File: src/rtl/fetch_ctrl_pkg.sv
// Shared definitions for the instruction-fetch controller.
package fetch_ctrl_pkg;

  typedef enum logic [1:0] {
    IDLE = 2'd0,
    RUN  = 2'd1,
    HALT = 2'd2
  } fetch_state_e;

  localparam logic [31:0] NOP              = 32'h0000_0000;
  localparam logic [31:0] DEFAULT_RESET_PC = 32'h0000_0000;

endpackage

File: src/rtl/pc_reg.sv
// Program counter register: reset value, hold, redirect load or +4 advance.
module pc_reg
  import fetch_ctrl_pkg::*;
#(
  parameter logic [31:0] RESET_PC = DEFAULT_RESET_PC
) (
  input  logic        clk,
  input  logic        rst_n,
  input  logic        load,
  input  logic        advance,
  input  logic [31:0] load_value,
  output logic [31:0] pc,
  output logic [31:0] pc_plus4
);

  // pc+4 wraps naturally modulo 2^32
  always_comb pc_plus4 = pc + 32'd4;

  // Load has priority over advance; neither means hold
  always_ff @(posedge clk) begin
    if (!rst_n) begin
      pc <= RESET_PC;
    end else if (load) begin
      pc <= load_value;
    end else if (advance) begin
      pc <= pc_plus4;
    end
  end

endmodule

File: src/rtl/fetch_ctrl.sv
// Instruction-fetch controller: FSM, PC, IF/ID latch and delivered-instruction counter.
module fetch_ctrl
  import fetch_ctrl_pkg::*;
#(
  parameter logic [31:0] RESET_PC = DEFAULT_RESET_PC,
  // Depth of the attached memory; only imem_addr[IMEM_AW-1:0] is decoded there,
  // so fetch wraps every 2^(IMEM_AW+2) bytes by design.
  parameter int unsigned IMEM_AW  = 7
) (
  input  logic        clk,
  input  logic        rst_n,
  input  logic        start,
  input  logic        stall,
  input  logic        redirect,
  input  logic [31:0] redirect_target,
  input  logic        halt,
  output logic [31:0] imem_addr,
  input  logic [31:0] imem_data,
  output logic [31:0] pc,
  output logic [31:0] if_id_instr,
  output logic [31:0] if_id_npc,
  output logic        if_id_valid,
  output logic        misalign_err,
  output logic [31:0] fetch_count
);

  fetch_state_e state_q, state_d;
  logic         do_redirect;
  logic         do_squash;
  logic         do_fetch;
  logic [31:0]  pc_plus4;

  // State register
  always_ff @(posedge clk) begin
    if (!rst_n) begin
      state_q <= IDLE;
    end else begin
      state_q <= state_d;
    end
  end

  // Next state: HALT is only left through reset
  always_comb begin
    state_d = state_q;
    unique case (state_q)
      IDLE:    if (start) state_d = RUN;
      RUN:     if (halt)  state_d = HALT;
      HALT:    state_d = HALT;
      default: state_d = IDLE;
    endcase
  end

  // Per-edge actions in RUN: redirect > halt > stall > fetch
  always_comb begin
    do_redirect = 1'b0;
    do_squash   = 1'b0;
    do_fetch    = 1'b0;
    if (state_q == RUN) begin
      do_redirect = redirect;
      do_squash   = redirect || halt;
      do_fetch    = !redirect && !halt && !stall;
    end
  end

  pc_reg #(
    .RESET_PC (RESET_PC)
  ) u_pc_reg (
    .clk        (clk),
    .rst_n      (rst_n),
    .load       (do_redirect),
    .advance    (do_fetch),
    .load_value ({redirect_target[31:2], 2'b00}),
    .pc         (pc),
    .pc_plus4   (pc_plus4)
  );

  // Word address for the combinational-read instruction memory
  always_comb imem_addr = {2'b00, pc[31:2]};

  // IF/ID latch, misalignment pulse and delivered-instruction counter
  always_ff @(posedge clk) begin
    if (!rst_n) begin
      if_id_instr  <= NOP;
      if_id_npc    <= '0;
      if_id_valid  <= 1'b0;
      misalign_err <= 1'b0;
      fetch_count  <= '0;
    end else begin
      misalign_err <= do_redirect && (redirect_target[1:0] != 2'b00);
      if (do_squash) begin
        if_id_instr <= NOP;
        if_id_valid <= 1'b0;
      end else if (do_fetch) begin
        if_id_instr <= imem_data;
        if_id_npc   <= pc_plus4;
        if_id_valid <= 1'b1;
        fetch_count <= fetch_count + 32'd1;
      end
    end
  end

endmodule

File: config.mk
export PLATFORM = sky130hd
export DESIGN_NAME = fetch_ctrl
export DESIGN_NICKNAME = d
export VERILOG_FILES = /design/src/rtl/fetch_ctrl_pkg.sv /design/src/rtl/pc_reg.sv /design/src/rtl/fetch_ctrl.sv
export SDC_FILE = /design/constraint.sdc
export NUM_CORES = 1
export LEC_CHECK = 0
export CORE_ASPECT_RATIO = 1.75
export CORE_UTILIZATION = 49
export CTS_CLUSTER_DIAMETER = 60
export DETAILED_ROUTE_END_ITERATION = 7
export HOLD_SLACK_MARGIN = 0.15
export PLACE_DENSITY_LB_ADDON = 0.1
export SYNTH_ARGS = -nofsm -noshare
export SYNTH_HDL_FRONTEND = slang
export SYNTH_HIERARCHICAL = 1
export SYNTH_SLANG_ARGS = --single-unit
File: constraint.sdc
create_clock -name clk -period 7 [get_ports clk]
set_clock_uncertainty 0.2 [all_clocks]
set_input_delay 1.05 -clock clk [delete_from_list [all_inputs] [get_ports clk]]
set_output_delay 1.05 -clock clk [all_outputs]
set_load 0.02 [all_outputs]
==> results by stage <==
Power and ir drop:
- Sequential cells burn around 41% of the power.
- The clock network accounts for between 40% and 50% of the total power.
- Net switching is roughly 25% of the power.
- The internal cell power is roughly 1.5 mW.
- Combinational logic burns ~13% of the power.
- Across the VDD grid, the largest voltage drop is 150 uV.
- The reported net switching power is a little over 0.5 mW.
- Dividing total power by cell area gives a power density of roughly 220 mW/mm^2.
- The analysis attributes to cell leakage a power of between 2 and 3 nW.

Logic synthesis:
- Ranked by instance count, the synthesized netlist is headed by sky130_fd_sc_hd__nand2_1 (160), sky130_fd_sc_hd__dfxtp_1 (132), sky130_fd_sc_hd__a21oi_1 (100), sky130_fd_sc_hd__clkbuf_1 (40), sky130_fd_sc_hd__o21ai_0 (35).
- Yosys printed 6 warnings.
- The mapped cell area is around 0.0065 mm^2.
- The dominant register cell in the synthesized netlist is sky130_fd_sc_hd__dfxtp_1.
- Counting flops with a built-in enable in the synthesized netlist gives 0.
- Of all flip-flops after synthesis, the portion carrying an async set or reset was 0%.
- In the post-synthesis netlist, the biggest area contributors are sky130_fd_sc_hd__dfxtp_1 (41%), sky130_fd_sc_hd__nand2_1 (9.2%), sky130_fd_sc_hd__a21oi_1 (7.7%).
- The top cell type's share of synthesized area is between 40% and 50%.
- The most used standard cell by instance count after synthesis is sky130_fd_sc_hd__nand2_1.
- Summed over all instances, the cell type with the most area after synthesis is sky130_fd_sc_hd__dfxtp_1.
- The share of synthesized area occupied by flip-flops and latches is approximately two fifths.
- In this run, distinct cell masters in the synthesized netlist total 49.
- The synthesized netlist cell count is slightly above 800.
- The average cell area after synthesis is 7.84 um^2.
- The synthesized design contains approximately 130 register bits.

Placement:
- During placement, the flow inserted port buffers numbering about 230.
- The post-DP HPWL is approximately 13000 um.
- The cell area reported after detailed placement is approximately 0.0086 mm^2.
- The final weighted congestion in routability-driven placement is 0.812.

STA:
- The maximum achievable frequency is about 0.23 GHz.
- The routed design could run at a clock period as short as 4.26 ns.
- At the pin with the least slew margin, the transition time is ~1.1 ns.
- The max-slew violation count is 0.
- The count of endpoints failing hold in the final timing report was 0.
- The final critical path takes up 60.8% of the cycle.
- The total negative slack for setup checks is 0 ns.
- The number of failing setup endpoints in the final timing report is 0.
- Setup repair after global routing left no endpoint under its margin.
- Headroom to the max-slew limit came out at about a quarter.

Setup path:
- The critical path goes through clkdlybuf4s50_1 > or4b_2 > inv_2 > nand4_1 > or4_1 > a21oi_1.
- Tracing the worst setup path back leads to its startpoint at redirect.
- Of all nets on the critical path, the largest fanout is 50.
- Across all register-to-register paths, the minimum setup slack is ~3.3 ns.
- For the worst setup path, the data required time is approximately 7.1 ns.
- The critical path ends at fetch_count[24]$_SDFFE_PN0P_.
- For this run, the slowest stage of the critical path takes between 0.7 and 0.8 ns.
- The sort of element at the end of the critical path is a register.
- The kind of cell with the highest combined delay on the critical path is simple AND/OR/NAND/NOR gates.
- Counting cells, the worst reg-to-reg path comes to 7.
- At the worst endpoint, the arrival time is roughly 4.4 ns.
- For this design, the slowest cell found on the critical path is sky130_fd_sc_hd__or4b_2.
- The kind of critical path is input port to register.
- The number of buffer and inverter stages on the critical path is 2.
- In this run the number of cells on the critical path is 6.
- The worst register-to-register path begins at state_q[1]$_SDFFE_PN0P_.
- The worst setup path is launched from an input port.
- The reg-to-reg critical path endpoint is fetch_count[24]$_SDFFE_PN0P_.

Clock network:
- The later pin in the worst-skew pair is clocked with a latency of a little over 0.4 ns.
- Post-CTS timing repair inserted 0 buffers for setup.
- The clock drives 132 sinks.
- The post-cts repair resize count is 0.
- Clock-pin slew was measured on the worst setup and hold paths at 0.06 ns.
- The H-tree generated during clock tree synthesis spans 4 levels.
- The hold-fix buffer count after cts is 0.
- The clock tree from TritonCTS is built.
- The root buffer cell is sky130_fd_sc_hd__clkbuf_16.
- Counting the buffers created by CTS gives 17.
- Counting along the longest clock path gives a buffer depth of 2.

Global routing:
- For this run, global-route usage on met1 was measured as 30.4%.
- For this run the aggregate overflow at the end of global routing stands at 0.
- The via count of the first global-routing pass is ~6000.
- The met2 usage in global routing is a little under half.
- In this run the most used layer during global routing was met2.
- The first global-routing pass estimated between 20000 and 30000 um of wire.
- The pin count of the biggest net entering global routing is 71.
- The total routing resource utilization after global routing is 26.9%.
- Global routing consumed, on the met3 layer, under 10% of the routing resources.
- The number of antenna violations at the first check in global routing was 0.

Final layout:
- At the end of the flow, the number of nets in the layout was 1064.
- The number of antenna repair diodes is 0.
- From synthesis to final layout, the design area changed by 41.3%.
- The ratio of cells with drive above 1 in the final layout is under 10%.
- The filler cells instantiated in the layout total between 1000 and 1500.
- The final design area excluding fillers is 0.00919 mm^2.

Route:
- The post-route antenna net violation count is 0.
- The routed wire length is 18500 um.
- The detailed router finished its first iteration with 296 violations.
- Summing over every cut layer, the via total after detailed routing is roughly 6600.
- Using the TritonRoute via totals, the vias-per-cell ratio works out to ~5.6.
- The number of iterations in the first detailed-routing pass is 4.
- Dividing the detail-routed wire length by the instance count gives between 15 and 20 um.
- The DRC violations left is 0.

Floorplan:
- The number of ports placed on the die boundary is 232.
- The die covers around 0.014 mm^2.
- In this run the vertical extent of the chip is between 150 and 200 um.
- The die width is just under 90 um.
- The area of the core is ~0.013 mm^2.
- The initial core utilization is a little over 50%.
- After floorplanning, the core was divided into 55 placement rows.

Hold path:
- The worst hold path belongs to the class register to register.
- The number of stages on the worst hold path is 2.

Run status:
- The flow ran to the end, and the final reports show no timing, DRC or antenna violations.

Job:
- The max-cap check violation count is 0.
tightest hold or removal path: stages, from the launching register on:
cell                      delay [ns]
sky130_fd_sc_hd__dfxtp_1        0.30
sky130_fd_sc_hd__nand2_1        0.05
sky130_fd_sc_hd__a21oi_1        0.05
logic make-up (layout without fill, tap and decap cells):
family / count (synthesis) / count (layout) / share of synthesized area [%]
and+or+nand+nor: 349 / 349 / 27.0
AOI/OAI and AO/OA: 183 / 183 / 15.9
DFF: 132 / 132 / 40.6
buffers and inverters: 108 / 279 / 8.51
xor gates and xnor gates: 46 / 46 / 6.20
muxes: 6 / 6 / 0.924
adders and majority gates: 4 / 4 / 0.770
other: 1 / 4 / 0.0577
worst min path at each step:
| stage | startpoint | endpoint | slack, ns |
|---|---|---|---|
| 5_1_grt | if_id_instr[28]$_SDFFE_PP0P_ | if_id_instr[28]$_SDFFE_PP0P_ | 0.27 |
| 3_5_place_dp | if_id_npc[3]$_SDFFE_PN0P_ | if_id_npc[3]$_SDFFE_PN0P_ | 0.25 |
| 2_1_floorplan | state_q[0]$_SDFFE_PN0P_ | state_q[0]$_SDFFE_PN0P_ | 0.31 |
| 4_1_cts | if_id_npc[3]$_SDFFE_PN0P_ | if_id_npc[3]$_SDFFE_PN0P_ | 0.25 |
| 3_3_place_gp | if_id_instr[12]$_SDFFE_PP0P_ | if_id_instr[12]$_SDFFE_PP0P_ | 0.24 |
| 6_report | if_id_instr[15]$_SDFFE_PP0P_ | if_id_instr[15]$_SDFFE_PP0P_ | 0.25 |
layer usage:
layer | share of wire (%) | wire (um) | vias up
met3 | 5.0 | 919 | 55
met5 | 0 | 0 | -
met4 | 4.4 | 809 | 0
met1 | 40 | 7300 | 3041
met2 | 51 | 9450 | 246
li1 | - | - | 3218
placed cells by master, fill, tap and decap left out, types with 3 or more instances in the layout:
cell / count
sky130_fd_sc_hd__a21oi_1: 100
sky130_fd_sc_hd__a31oi_1: 13
sky130_fd_sc_hd__and2_1: 7
sky130_fd_sc_hd__and3_1: 9
sky130_fd_sc_hd__and4_1: 10
sky130_fd_sc_hd__buf_4: 6
sky130_fd_sc_hd__bufinv_16: 3
sky130_fd_sc_hd__clkbuf_16: 17
sky130_fd_sc_hd__clkbuf_8: 4
sky130_fd_sc_hd__clkdlybuf4s50_1: 229
sky130_fd_sc_hd__clkinv_4: 4
sky130_fd_sc_hd__conb_1: 4
sky130_fd_sc_hd__dfxtp_1: 132
sky130_fd_sc_hd__ha_1: 4
sky130_fd_sc_hd__inv_1: 9
sky130_fd_sc_hd__mux2i_1: 6
sky130_fd_sc_hd__nand2_1: 160
sky130_fd_sc_hd__nand2b_1: 3
sky130_fd_sc_hd__nand3_1: 32
sky130_fd_sc_hd__nand4_1: 34
sky130_fd_sc_hd__nor2_1: 27
sky130_fd_sc_hd__nor3_1: 7
sky130_fd_sc_hd__nor3b_1: 3
sky130_fd_sc_hd__nor4_1: 4
sky130_fd_sc_hd__o21ai_0: 35
sky130_fd_sc_hd__o31ai_1: 22
sky130_fd_sc_hd__or3_1: 16
sky130_fd_sc_hd__or4_1: 27
sky130_fd_sc_hd__xnor2_1: 29
sky130_fd_sc_hd__xor2_1: 17
stage by stage:
step | power (mW) | hold WS, ns | setup WS, ns | std cells | utilization [%]
floorplan | 0.978 | 0.310 | 3.40 | 832 | -
detailed placement | 1.09 | 0.246 | 2.38 | 1142 | 66.1
global placement | 1.09 | 0.241 | 2.46 | 1142 | 66.1
global route | 2.08 | 0.269 | 2.57 | 1174 | 71.0
finish | 2.01 | 0.252 | 2.74 | 1174 | 71.0
CTS | 2.02 | 0.254 | 2.75 | 1174 | 71.0
power by group through the flow:
stage	clock network, mW	logic (mW)	registers, mW
final	0.938	0.257	0.816
after global routing	0.985	0.275	0.821
after CTS	0.949	0.258	0.815
after detailed placement	0	0.255	0.831
after global placement	0	0.254	0.831
after floorplan	0	0.140	0.838
cell type report:
type | count | area (um^2) | area share (%)
multi-input combinational | 592 | 3320 | 36.1
inverter | 12 | 45.0 | 0.490
clock inverter | 11 | 150 | 1.63
tap | 171 | 214 | 2.33
clock buffer | 21 | 480 | 5.23
timing repair buffer | 235 | 2340 | 25.4
sequential | 132 | 2640 | 28.8
Note: power is estimated with default switching activity, not from simulation.
==> RTL change: new RTL, config.mk and constraints unchanged <==
Register the output `misalign_err` once more; this adds one clock of latency there. The other outputs are not delayed to match.
--- a/src/rtl/fetch_ctrl.sv
+++ b/src/rtl/fetch_ctrl.sv
@@ -23,6 +23,8 @@
   output logic        misalign_err,
   output logic [31:0] fetch_count
 );
+
+  logic misalign_err_s0;
 
   fetch_state_e state_q, state_d;
   logic         do_redirect;
@@ -83,10 +85,10 @@
       if_id_instr  <= NOP;
       if_id_npc    <= '0;
       if_id_valid  <= 1'b0;
-      misalign_err <= 1'b0;
+      misalign_err_s0 <= 1'b0;
       fetch_count  <= '0;
     end else begin
-      misalign_err <= do_redirect && (redirect_target[1:0] != 2'b00);
+      misalign_err_s0 <= do_redirect && (redirect_target[1:0] != 2'b00);
       if (do_squash) begin
         if_id_instr <= NOP;
         if_id_valid <= 1'b0;
@@ -99,5 +101,9 @@
     end
   end
 
+  always_ff @(posedge clk) begin
+    misalign_err <= misalign_err_s0;
+  end
+
 endmodule
 
Formal check against the unedited RTL: not equivalent (Yosys sat finds a counterexample within 4 cycles, from zero or initial values and one cycle with rst_n low).
==> RTL change against the unedited design <==
Fmax fell by 5.9%; synthesized area is 0.31% higher; worst setup slack worse by 0.27 ns; die area grew 0.30%; sequential cell count increased by 1; wire length is 0.97% lower; count of clock-buffer cells in the layout shrank 2; first-iteration DRC count grew 9.5%; utilization decreased by 0.14 points; design area fell by 0.19%; total power shrank 3.4%; critical path type unchanged.
==> RTL change: results (changes against the unedited design) <==
The run finished with clean final reports. The maximum fanout along the worst path is 71 (+42%). After synthesis, the most frequently instantiated cells are nand2_1, dfxtp_1, a21oi_1, clkbuf_1, o21ai_0.

In the post-synthesis netlist, the biggest area contributors are dfxtp_1, nand2_1, a21oi_1. The run gives 3.02 ns (-0.29 ns) as the register-to-register setup slack. The maximum cell stage delay along the critical path was 0.67 ns (-0.05 ns); the worst hold-check slack was 0.252 ns (-0.000187 ns).

The tools report the initial detailed-routing violation count as 324 (+9.5%). The logs give 6 (+2) for the first-pass detailed-route iteration total and 221 MHz (-5.9%) for the highest attainable clock frequency. The placer congestion estimate is 0.888 (+9.4%). The routed via count divided by cell count works out to 5.57 (-0.23%). The sequential-to-total area share from yosys stat is 0.408 (+0.00182). The run gives 0.267 (-0.00252) as the global-route usage over all layers.

For hold timing, the worst endpoint is if_id_npc[23]. For the reported leakage power, the log shows 2.96 nW (-0.34%). Largest net degree at the start of global routing: 72 (+1.4%). The run gives 5,993 (-0.25%) as the via count of the first global-routing pass.

The critical hold path startpoint was if_id_npc[23]. The number of nets in the finished design was 1,067 (+0.28%); the peak supply drop was 0.196 mV (+30%). The critical path ends at u_pc_reg/pc[7].

The run gives 2.05 ns (-0.328 ns) as the worst setup slack before clock tree synthesis. The startpoint identified for the worst register-to-register timing path is state_q[0]. Grouping stages by cell kind, the critical path spends the most delay in buffers and inverters.
-- RTL change: area by class of cell --
cell class,count,area (µm²)
Clock buffer,19,443
Multi-Input combinational cell,592,3320
Inverter,12,45.0
Sequential cell,133,2660
Fill cell,1125,3770
Tap cell,171,214
Timing Repair Buffer,237,2350
Clock inverter,12,133
-- RTL change: report_power, final --
part | leakage (nW) | internal, W | switching, W
clock network | 0.275 | 0.000531 | 0.000334
logic | 1.61 | 0.000129 | 0.000128
registers | 1.07 | 0.000780 | 0.0000411
-- RTL change: cell families (layout without fill, tap and decap cells) --
family                   count (synthesis)  after routing  synth area share
AND/OR/NAND/NOR                        349            349             0.269
multiplexers                             6              6           0.00921
flip-flops                             133            133             0.408
other                                    1              4          0.000575
XOR/XNOR                                46             46            0.0618
AO/OA/AOI/OAI                          183            183             0.159
adder cells (fa/ha/maj)                  4              4           0.00767
buffers and inverters                  108            280            0.0848
-- RTL change: through the flow --
stage | cells | instance area, µm² | util | power [W]
5_1_grt | 1176 | 9170 | 0.709 | 0.00202
2_1_floorplan | 833 | 6530 | - | 0.000984
3_3_place_gp | 1144 | 8580 | 0.663 | 0.00109
4_1_cts | 1176 | 9170 | 0.709 | 0.00196
3_5_place_dp | 1144 | 8580 | 0.663 | 0.00109
6_report | 1176 | 9170 | 0.709 | 0.00194
-- RTL change: worst register-to-register path, stage by stage (launching register included) --
cell,delay [ns]
dfxtp_1,0.37
ha_1,0.24
or4b_2,0.59
buf_4,0.36
inv_2,0.68
buf_4,0.45
buf_4,0.36
nand2_1,0.08
or3_1,0.31
a311oi_1,0.27
-- RTL change: routing by layer --
metal,vias to the layer above,global-route usage,wire [µm]
met2,240,0.468,9430
li1,3213,-,-
met5,-,0,0
met1,3053,0.299,6960
met4,0,0.131,781
met3,50,0.0528,1130
